===== config.mk =====
export PLATFORM = sky130hd
export DESIGN_NAME = branch_resolve_ctrl_flat
export DESIGN_NICKNAME = d
export VERILOG_FILES = /design/src/rtl/branch_resolve_ctrl_if.sv /design/src/rtl/branch_resolve_ctrl.sv /design/src/flat_wrapper.sv
export SDC_FILE = /design/constraint.sdc
export NUM_CORES = 1
export LEC_CHECK = 0
export BUFFER_PORTS_ARGS = -buffer_cell sky130_fd_sc_hd__buf_2
export CAP_MARGIN = 40
export CORE_ASPECT_RATIO = 0.5
export CORE_MARGIN = 1
export CORE_UTILIZATION = 55
export CTS_CLUSTER_DIAMETER = 120
export DETAILED_ROUTE_END_ITERATION = 10
export PLACE_DENSITY = 0.76
export SETUP_SLACK_MARGIN = 0.2
export SLEW_MARGIN = 20
export SYNTH_ARGS = -nofsm -noshare
export SYNTH_HDL_FRONTEND = slang
export SYNTH_SLANG_ARGS = --single-unit

===== constraint.sdc =====
create_clock -name clk -period 7.2 [get_ports clk]
set_clock_uncertainty 0.15 [all_clocks]
set_input_delay 0.72 -clock clk [delete_from_list [all_inputs] [get_ports clk]]
set_output_delay 0.72 -clock clk [all_outputs]
set_load 0.02 [all_outputs]

===== src/rtl/branch_resolve_ctrl_if.sv =====
// Branch resolution bus: ID push side, EX resolve side, predictor update,
// fetch recovery and optional performance counters.
// master = pipeline/predictor side, slave = branch_resolve_ctrl.
interface branch_resolve_ctrl_if #(
    parameter int PC_W  = 32,
    parameter int CNT_W = 32
);
    logic             id_br_valid;
    logic             id_prdt_br;
    logic [PC_W-1:0]  id_alt_pc;
    logic             id_ready;
    logic             ex_br_valid;
    logic             ex_br_taken;
    logic             ex_ready;
    logic             prdt_work;
    logic             prdt_branch;
    logic             prdt_cancel;
    logic             flush;
    logic [PC_W-1:0]  redirect_pc;
    logic [CNT_W-1:0] br_cnt;
    logic [CNT_W-1:0] mis_cnt;

    modport master (
        output id_br_valid, id_prdt_br, id_alt_pc, ex_br_valid, ex_br_taken,
        input  id_ready, ex_ready, prdt_work, prdt_branch, prdt_cancel,
               flush, redirect_pc, br_cnt, mis_cnt
    );

    modport slave (
        input  id_br_valid, id_prdt_br, id_alt_pc, ex_br_valid, ex_br_taken,
        output id_ready, ex_ready, prdt_work, prdt_branch, prdt_cancel,
               flush, redirect_pc, br_cnt, mis_cnt
    );
endinterface


===== src/rtl/branch_resolve_ctrl.sv =====
// branch_resolve_ctrl: in-flight branch FIFO between ID and EX.
// Each EX resolution is matched against the oldest predicted branch; a
// registered one-cycle predictor update follows every pop, and a mispredict
// clears the FIFO, flushes the pipe and redirects fetch to the alternate PC.
// Optional feature macro: BR_PERF_CNT_EN (resolved / mispredicted counters).
module branch_resolve_ctrl #(
    parameter int DEPTH = 4,
    parameter int PC_W  = 32,
    parameter int CNT_W = 32
) (
    input  logic                 clk,
    input  logic                 rst,
    branch_resolve_ctrl_if.slave bus
);
    localparam int AW = $clog2(DEPTH);

    typedef enum logic [1:0] {
        ST_RUN     = 2'd0,
        ST_FLUSH   = 2'd1,
        ST_RECOVER = 2'd2
    } state_t;

    state_t          r_state;
    state_t          w_state_nxt;

    logic [AW:0]     r_wr_ptr;
    logic [AW:0]     r_rd_ptr;
    logic            r_prdt_q [DEPTH];
    logic [PC_W-1:0] r_alt_q  [DEPTH];

    logic            r_prdt_work;
    logic            r_prdt_cancel;
    logic            r_flush;
    logic [PC_W-1:0] r_redirect_pc;

    logic            w_run;
    logic            w_full;
    logic            w_empty;
    logic            w_id_ready;
    logic            w_ex_ready;
    logic            w_push;
    logic            w_pop;
    logic            w_mis;
    logic            w_head_prdt;
    logic [PC_W-1:0] w_head_alt;

    // Extra MSB on the pointers separates full (MSBs differ) from empty.
    assign w_run       = (r_state == ST_RUN);
    assign w_empty     = (r_wr_ptr == r_rd_ptr);
    assign w_full      = (r_wr_ptr[AW] != r_rd_ptr[AW]) &&
                         (r_wr_ptr[AW-1:0] == r_rd_ptr[AW-1:0]);
    assign w_id_ready  = ~w_full & w_run;
    assign w_ex_ready  = ~w_empty & w_run;
    assign w_push      = bus.id_br_valid & w_id_ready;
    assign w_pop       = bus.ex_br_valid & w_ex_ready;
    assign w_head_prdt = r_prdt_q[r_rd_ptr[AW-1:0]];
    assign w_head_alt  = r_alt_q[r_rd_ptr[AW-1:0]];
    assign w_mis       = w_pop & (bus.ex_br_taken != w_head_prdt);

    assign bus.id_ready    = w_id_ready;
    assign bus.ex_ready    = w_ex_ready;
    assign bus.prdt_work   = r_prdt_work;
    assign bus.prdt_branch = r_prdt_work;
    assign bus.prdt_cancel = r_prdt_cancel;
    assign bus.flush       = r_flush;
    assign bus.redirect_pc = r_redirect_pc;

    // Recovery sequencing: RUN -> FLUSH on mispredict -> RECOVER -> RUN.
    always_comb begin
        w_state_nxt = r_state;
        case (r_state)
            ST_RUN: begin
                if (w_mis) begin
                    w_state_nxt = ST_FLUSH;
                end else begin
                    w_state_nxt = ST_RUN;
                end
            end
            ST_FLUSH:   w_state_nxt = ST_RECOVER;
            ST_RECOVER: w_state_nxt = ST_RUN;
            default:    w_state_nxt = ST_RUN;
        endcase
    end

    // FSM state register.
    always_ff @(posedge clk) begin
        if (rst) begin
            r_state <= ST_RUN;
        end else begin
            r_state <= w_state_nxt;
        end
    end

    // FIFO pointers; a mispredict discards every entry including a same-cycle push.
    always_ff @(posedge clk) begin
        if (rst || w_mis) begin
            r_wr_ptr <= '0;
            r_rd_ptr <= '0;
        end else begin
            if (w_push) begin
                r_wr_ptr <= r_wr_ptr + (AW+1)'(1);
            end
            if (w_pop) begin
                r_rd_ptr <= r_rd_ptr + (AW+1)'(1);
            end
        end
    end

    // FIFO storage: {predicted direction, alternate PC} per entry.
    always_ff @(posedge clk) begin
        if (rst) begin
            for (int i = 0; i < DEPTH; i++) begin
                r_prdt_q[i] <= 1'b0;
                r_alt_q[i]  <= '0;
            end
        end else if (w_push && !w_mis) begin
            r_prdt_q[r_wr_ptr[AW-1:0]] <= bus.id_prdt_br;
            r_alt_q[r_wr_ptr[AW-1:0]]  <= bus.id_alt_pc;
        end
    end

    // Registered predictor update strobe, one cycle after each pop.
    always_ff @(posedge clk) begin
        if (rst) begin
            r_prdt_work   <= 1'b0;
            r_prdt_cancel <= 1'b0;
        end else begin
            r_prdt_work   <= w_pop;
            r_prdt_cancel <= w_pop & ~bus.ex_br_taken;
        end
    end

    // Flush pulse for the FLUSH cycle; redirect PC holds between mispredicts.
    always_ff @(posedge clk) begin
        if (rst) begin
            r_flush       <= 1'b0;
            r_redirect_pc <= '0;
        end else begin
            r_flush <= w_mis;
            if (w_mis) begin
                r_redirect_pc <= w_head_alt;
            end
        end
    end

`ifdef BR_PERF_CNT_EN
    logic [CNT_W-1:0] r_br_cnt;
    logic [CNT_W-1:0] r_mis_cnt;

    // Performance counters: resolved and mispredicted branches, free-wrapping.
    always_ff @(posedge clk) begin
        if (rst) begin
            r_br_cnt  <= '0;
            r_mis_cnt <= '0;
        end else begin
            if (w_pop) begin
                r_br_cnt <= r_br_cnt + CNT_W'(1);
            end
            if (w_mis) begin
                r_mis_cnt <= r_mis_cnt + CNT_W'(1);
            end
        end
    end

    assign bus.br_cnt  = r_br_cnt;
    assign bus.mis_cnt = r_mis_cnt;
`else
    assign bus.br_cnt  = {CNT_W{1'b0}};
    assign bus.mis_cnt = {CNT_W{1'b0}};
`endif

endmodule


===== src/flat_wrapper.sv =====
// flat-port wrapper written by rule: the top's interface ports become plain ports
module branch_resolve_ctrl_flat 
#(
    parameter int DEPTH = 4,
    parameter int PC_W  = 32,
    parameter int CNT_W = 32
)
  (clk, rst, bus_id_br_valid, bus_id_prdt_br, bus_id_alt_pc, bus_ex_br_valid, bus_ex_br_taken, bus_id_ready, bus_ex_ready, bus_prdt_work, bus_prdt_branch, bus_prdt_cancel, bus_flush, bus_redirect_pc, bus_br_cnt, bus_mis_cnt);
  branch_resolve_ctrl_if #(.PC_W(PC_W), .CNT_W(CNT_W)) bus_i ();
  input  logic clk;
  input  logic rst;
  input wire logic [$bits(bus_i.id_br_valid)-1:0] bus_id_br_valid;
  input wire logic [$bits(bus_i.id_prdt_br)-1:0] bus_id_prdt_br;
  input wire logic [$bits(bus_i.id_alt_pc)-1:0] bus_id_alt_pc;
  input wire logic [$bits(bus_i.ex_br_valid)-1:0] bus_ex_br_valid;
  input wire logic [$bits(bus_i.ex_br_taken)-1:0] bus_ex_br_taken;
  output wire logic [$bits(bus_i.id_ready)-1:0] bus_id_ready;
  output wire logic [$bits(bus_i.ex_ready)-1:0] bus_ex_ready;
  output wire logic [$bits(bus_i.prdt_work)-1:0] bus_prdt_work;
  output wire logic [$bits(bus_i.prdt_branch)-1:0] bus_prdt_branch;
  output wire logic [$bits(bus_i.prdt_cancel)-1:0] bus_prdt_cancel;
  output wire logic [$bits(bus_i.flush)-1:0] bus_flush;
  output wire logic [$bits(bus_i.redirect_pc)-1:0] bus_redirect_pc;
  output wire logic [$bits(bus_i.br_cnt)-1:0] bus_br_cnt;
  output wire logic [$bits(bus_i.mis_cnt)-1:0] bus_mis_cnt;
  assign bus_i.id_br_valid = bus_id_br_valid;
  assign bus_i.id_prdt_br = bus_id_prdt_br;
  assign bus_i.id_alt_pc = bus_id_alt_pc;
  assign bus_i.ex_br_valid = bus_ex_br_valid;
  assign bus_i.ex_br_taken = bus_ex_br_taken;
  assign bus_id_ready = bus_i.id_ready;
  assign bus_ex_ready = bus_i.ex_ready;
  assign bus_prdt_work = bus_i.prdt_work;
  assign bus_prdt_branch = bus_i.prdt_branch;
  assign bus_prdt_cancel = bus_i.prdt_cancel;
  assign bus_flush = bus_i.flush;
  assign bus_redirect_pc = bus_i.redirect_pc;
  assign bus_br_cnt = bus_i.br_cnt;
  assign bus_mis_cnt = bus_i.mis_cnt;
  branch_resolve_ctrl #(.DEPTH(DEPTH), .PC_W(PC_W), .CNT_W(CNT_W)) u_core (.clk(clk), .rst(rst), .bus(bus_i));
endmodule

After elaboration in Yosys (flattened, before gate mapping)
Memories as Yosys holds them, arrays and structs flattened. A register that Yosys moved wholly into a read port is not among the register bits.
Index checks and enable logic that the tools add are counted.

storage, ports and cells
  flip-flop bits (word level) = 11
  RAM bits = 132
  input bits = 38
  output and inout port bits = 102
  word-level logic and storage cells = 46
  memories = 2

cells by class
  $add $sub $neg = 2
  eq/ne operators = 5
  mux-type cells = 15
  bitwise operators = 9
  reduce and logical (&&, ||, !) cells = 7

memories
  name             depth  width  rd ports  clocked after Yosys merged registers in  write ports  line                       RTL
  u_core.r_alt_q   4      32     1         1                                        4            branch_resolve_ctrl.sv:29  logic [PC_W-1:0] r_alt_q [DEPTH];
  u_core.r_prdt_q  4      1      1         1                                        4            branch_resolve_ctrl.sv:28  logic r_prdt_q [DEPTH];

operators with widths
  operator               number
  $mux W32               1
  $reduce_or A32 Y1      1
  $mux W1                9
  $mux W2                4
  $add A3 B1 Y3 const B  2
  $and A1 B1 Y1          6
  $pmux W2 S2            1
  $eq A3 B3 Y1           1
  $not A1 Y1             3
  $eq A2 B1 Y1 const B   1
  $eq A2 B2 Y1           1
  $logic_and A1 B1 Y1    2
  $logic_not A2 Y1       1
  $ne A1 B1 Y1           2
  $logic_not A1 Y1       1
  $logic_or A1 B1 Y1     1
  $reduce_or A1 Y1       1

Logic depth before layout (Yosys ltp)
  depth in word-level cells = 12
  gate-level depth with buffers = 8
  depth with buffers taken out = 5

Least setup slack after synthesis
No wires, ideal clock.

  path kind = input port to flip-flop
  start = input bus_ex_br_valid
  end = memory u_core.r_alt_q[0][0], enable pin
  setup time = 0.332 ns
  arrival time = 2.256 ns
  data required time = 6.718 ns
  slack = 4.462 ns
  stages on the path = 5
  buffers on the path = 1
  cell sequence = or3b_2 > a31oi_2 > buf_4 > a211oi_2 > or2_2

RTL lines
  what         line                       RTL
  from (decl)  flat_wrapper.sv:15         input wire logic [$bits(bus_i.ex_br_valid)-1:0] bus_ex_br_valid;
  to (decl)    branch_resolve_ctrl.sv:29

==> results.py <==
metrics = {
    "status": {
        "status": "finished, final reports clean",
    },
    "layout": {
        "multi_input_area_mm2": 0.00261,
        "layout-drive-gt1-share": 0.266,
        "final_nets": 639,
        "register_area_mm2": 0.00487,
        "area_growth_pct": 12.8,
        "diodes": 0,
        "final.fill_count": 944,
    },
    "synthesis": {
        "synth_top_area_share": 0.504,
        "syn_area_mm2": 0.00787,
        "yosysMostFrequentCell": "and2_1",
        "synth_cell_types": 38,
        "synth_edf_count": 132,
        "ys_ff_latch": 177,
        "synth_area_leaders": "edfxtp_1, dfxtp_1, and2_1",
        "yosysTopAreaCell": "edfxtp_1",
        "yosysWarnings": 0,
        "syn_area_per_cell_um2": 14.9,
        "async_reset_ff_frac": 0,
        "synthTopCellsByCount": "and2_1, edfxtp_1, buf_4",
        "synth_flop_cell": "edfxtp_1",
        "seq_area_frac_synth": 0.618,
        "syn_inst": 528,
    },
    "power": {
        "pwr-share-clk": 0.316,
        "p_int_uw": 2060,
        "switching_share": 0.286,
        "netSwitchingPower_uw": 825,
        "pwr-share-comb": 0.235,
        "p_leak_uw": 0.00346,
        "vdd_drop_max_uv": 165,
        "cellPowerDensity_mw_per_mm2": 326,
        "power_uw": 2890,
        "seqPwrFrac": 0.449,
    },
    "grt": {
        "grt_start_max_net_pins": 37,
        "grtUsageTotal": 0.211,
        "grt_pass1_wl_mm": 22.6,
        "grt.overflow.total": 0,
        "first_global_vias": 4078,
        "antenna_found_initial": 0,
    },
    "run": {
        "cap_violations": 0,
    },
    "clock_network": {
        "post_cts_buffers": 0,
        "cts_made_buffers": 17,
        "cts_hold_buf": 0,
        "path_clk_slew_ns": 0.07,
        "cts_sinks": 177,
        "clk_latency_ns": 0.42,
        "cts_root_buf": "clkbuf_16",
        "ctsResizeCount": 0,
        "clockBufferDepth": 2,
        "h-tree-depth": 4,
        "cts_tree": "done",
    },
    "critical_path": {
        "path_class": "reg -> reg",
        "cp-start-kind": "flop",
        "cp-end-kind": "flop",
        "cp_max_fo": 36,
        "cp.arrival_ns": 3.27,
        "critPathRequiredTime_ns": 7.16,
    },
    "sta": {
        "setup_tns_ns": 0,
        "worst_pin_slew_ns": 0.726,
        "max_slew_margin": 0.516,
        "final_hold_viol_count": 0,
        "period_needed_ns": 3.31,
        "period_share": 0.460,
        "clock.fmax_ghz": 0.302,
        "rsz0062_at_grt": "no",
        "setup_viol": 0,
        "finalMaxSlewViolations": 0,
    },
    "floorplan": {
        "initial_core_util": 0.573,
        "die_h_um": 86.6,
        "fp.dieW_um": 171,
        "dieArea_mm2": 0.0148,
        "num_rows": 30,
        "ios": 140,
        "core_area_mm2": 0.0137,
    },
    "detailed_routing": {
        "routed_wirelength_mm": 14.6,
        "initialDrtViolationCount": 356,
        "drc_errors": 0,
        "wl_per_cell_um": 18.2,
        "antenna_left": 0,
        "via_per_inst": 5.38,
        "drt_pass1_iterations": 6,
        "via_count": 4327,
    },
    "place": {
        "routabilityCongestion": 0.757,
        "portBuffers": 75,
        "place_hpwl_mm": 9.04,
    },
    "min_path": {
        "hold_path_class": "reg -> reg",
    },
}
==> critical path: stages (launching register included) <==
cell       delay, ns
dfxtp_2         0.31
buf_4           0.58
xnor2_1         0.26
a31oi_2         0.24
buf_6           0.23
a2111oi_4       0.29
buf_4           0.37
or2_2           0.29
buf_12          0.22
==> layout make-up <==
type	count	share of cell area
Sequential cell	177	0.549
Multi-Input combinational cell	311	0.294
Timing Repair Buffer	89	0.0639
Clock inverter	11	0.0158
Clock buffer	21	0.0496
Tap cell	192	0.0271
Inverter	3	0.00127
==> per-layer routing <==
layer,track usage,vias up,routed length (um)
met5,0,-,0
met4,0.0601,0,116
met3,0.0443,11,821
met2,0.351,175,7300
met1,0.287,2195,6410
li1,-,1946,-
==> cell usage in the layout (no fill, tap or decap), types with 2 or more instances in the layout <==
cell type and instances:
a211oi_4 3, a311oi_1 2, a32o_1 32, and2_1 133
buf_12 5, buf_2 75, buf_4 7, bufinv_16 3
clkbuf_1 4, clkbuf_16 17, clkinv_1 3, clkinvlp_4 4
conb_1 64, dfxtp_1 43, dfxtp_2 2, edfxtp_1 132
ha_1 2, inv_1 3, mux2i_1 2, mux4_2 33
nand2_1 2, nor2_1 9, or2_2 4, xnor2_1 5
xor2_1 3
==> cell families after synthesis <==
logic type	count (synthesis)	share of synthesized area
compound gates	45	0.0625
mux	35	0.0970
flops	177	0.618
buf+inv	103	0.0848
xor+xnor	10	0.0130
simple gates	155	0.121
fa+ha+maj	2	0.00318
other cells	1	0.000477
==> power groups by stage <==
stage,combinational [uW],sequential [uW],clock [uW]
2_1_floorplan,502,1330,0
3_3_place_gp,632,1320,0
3_5_place_dp,667,1320,0
4_1_cts,673,1300,919
5_1_grt,732,1310,961
6_report,679,1300,912
==> worst paths after layout <==
path,slack [ns],cells after the start,startpoint,endpoint
max reg2reg,3.89,8,u_core.r_rd_ptr[0],u_core.r_alt_q[2][10]
min,0.31,1,u_core.bus.redirect_pc[17],u_core.bus.redirect_pc[17]
max,3.89,8,u_core.r_rd_ptr[0],u_core.r_alt_q[2][10]
min reg2reg,0.31,1,u_core.bus.redirect_pc[17],u_core.bus.redirect_pc[17]
==> registers in the layout, indices dropped and copies added, names as in the netlist, named ones only <==
signal,flops
u_core.r_alt_q,128
u_core.bus.redirect_pc,32
u_core.r_prdt_q,4
u_core.r_rd_ptr,3
u_core.r_wr_ptr,3
u_core.r_state,2
u_core.bus.flush,1
u_core.bus.prdt_branch,1
u_core.bus.prdt_cancel,1
==> metrics by stage <==
stage / utilization / setup WS [ns] / area (um^2) / hold WS [ns] / instances
finish: 0.646 / 3.89 / 8870 / 0.311 / 804
global placement: 0.593 / 3.53 / 8150 / 0.293 / 765
CTS: 0.642 / 3.43 / 8820 / 0.314 / 801
global route: 0.646 / 3.67 / 8870 / 0.320 / 804
floorplan: - / 4.46 / 8100 / 0.287 / 591
detailed placement: 0.600 / 3.46 / 8240 / 0.300 / 769
Power figures use the tool's default switching activity.
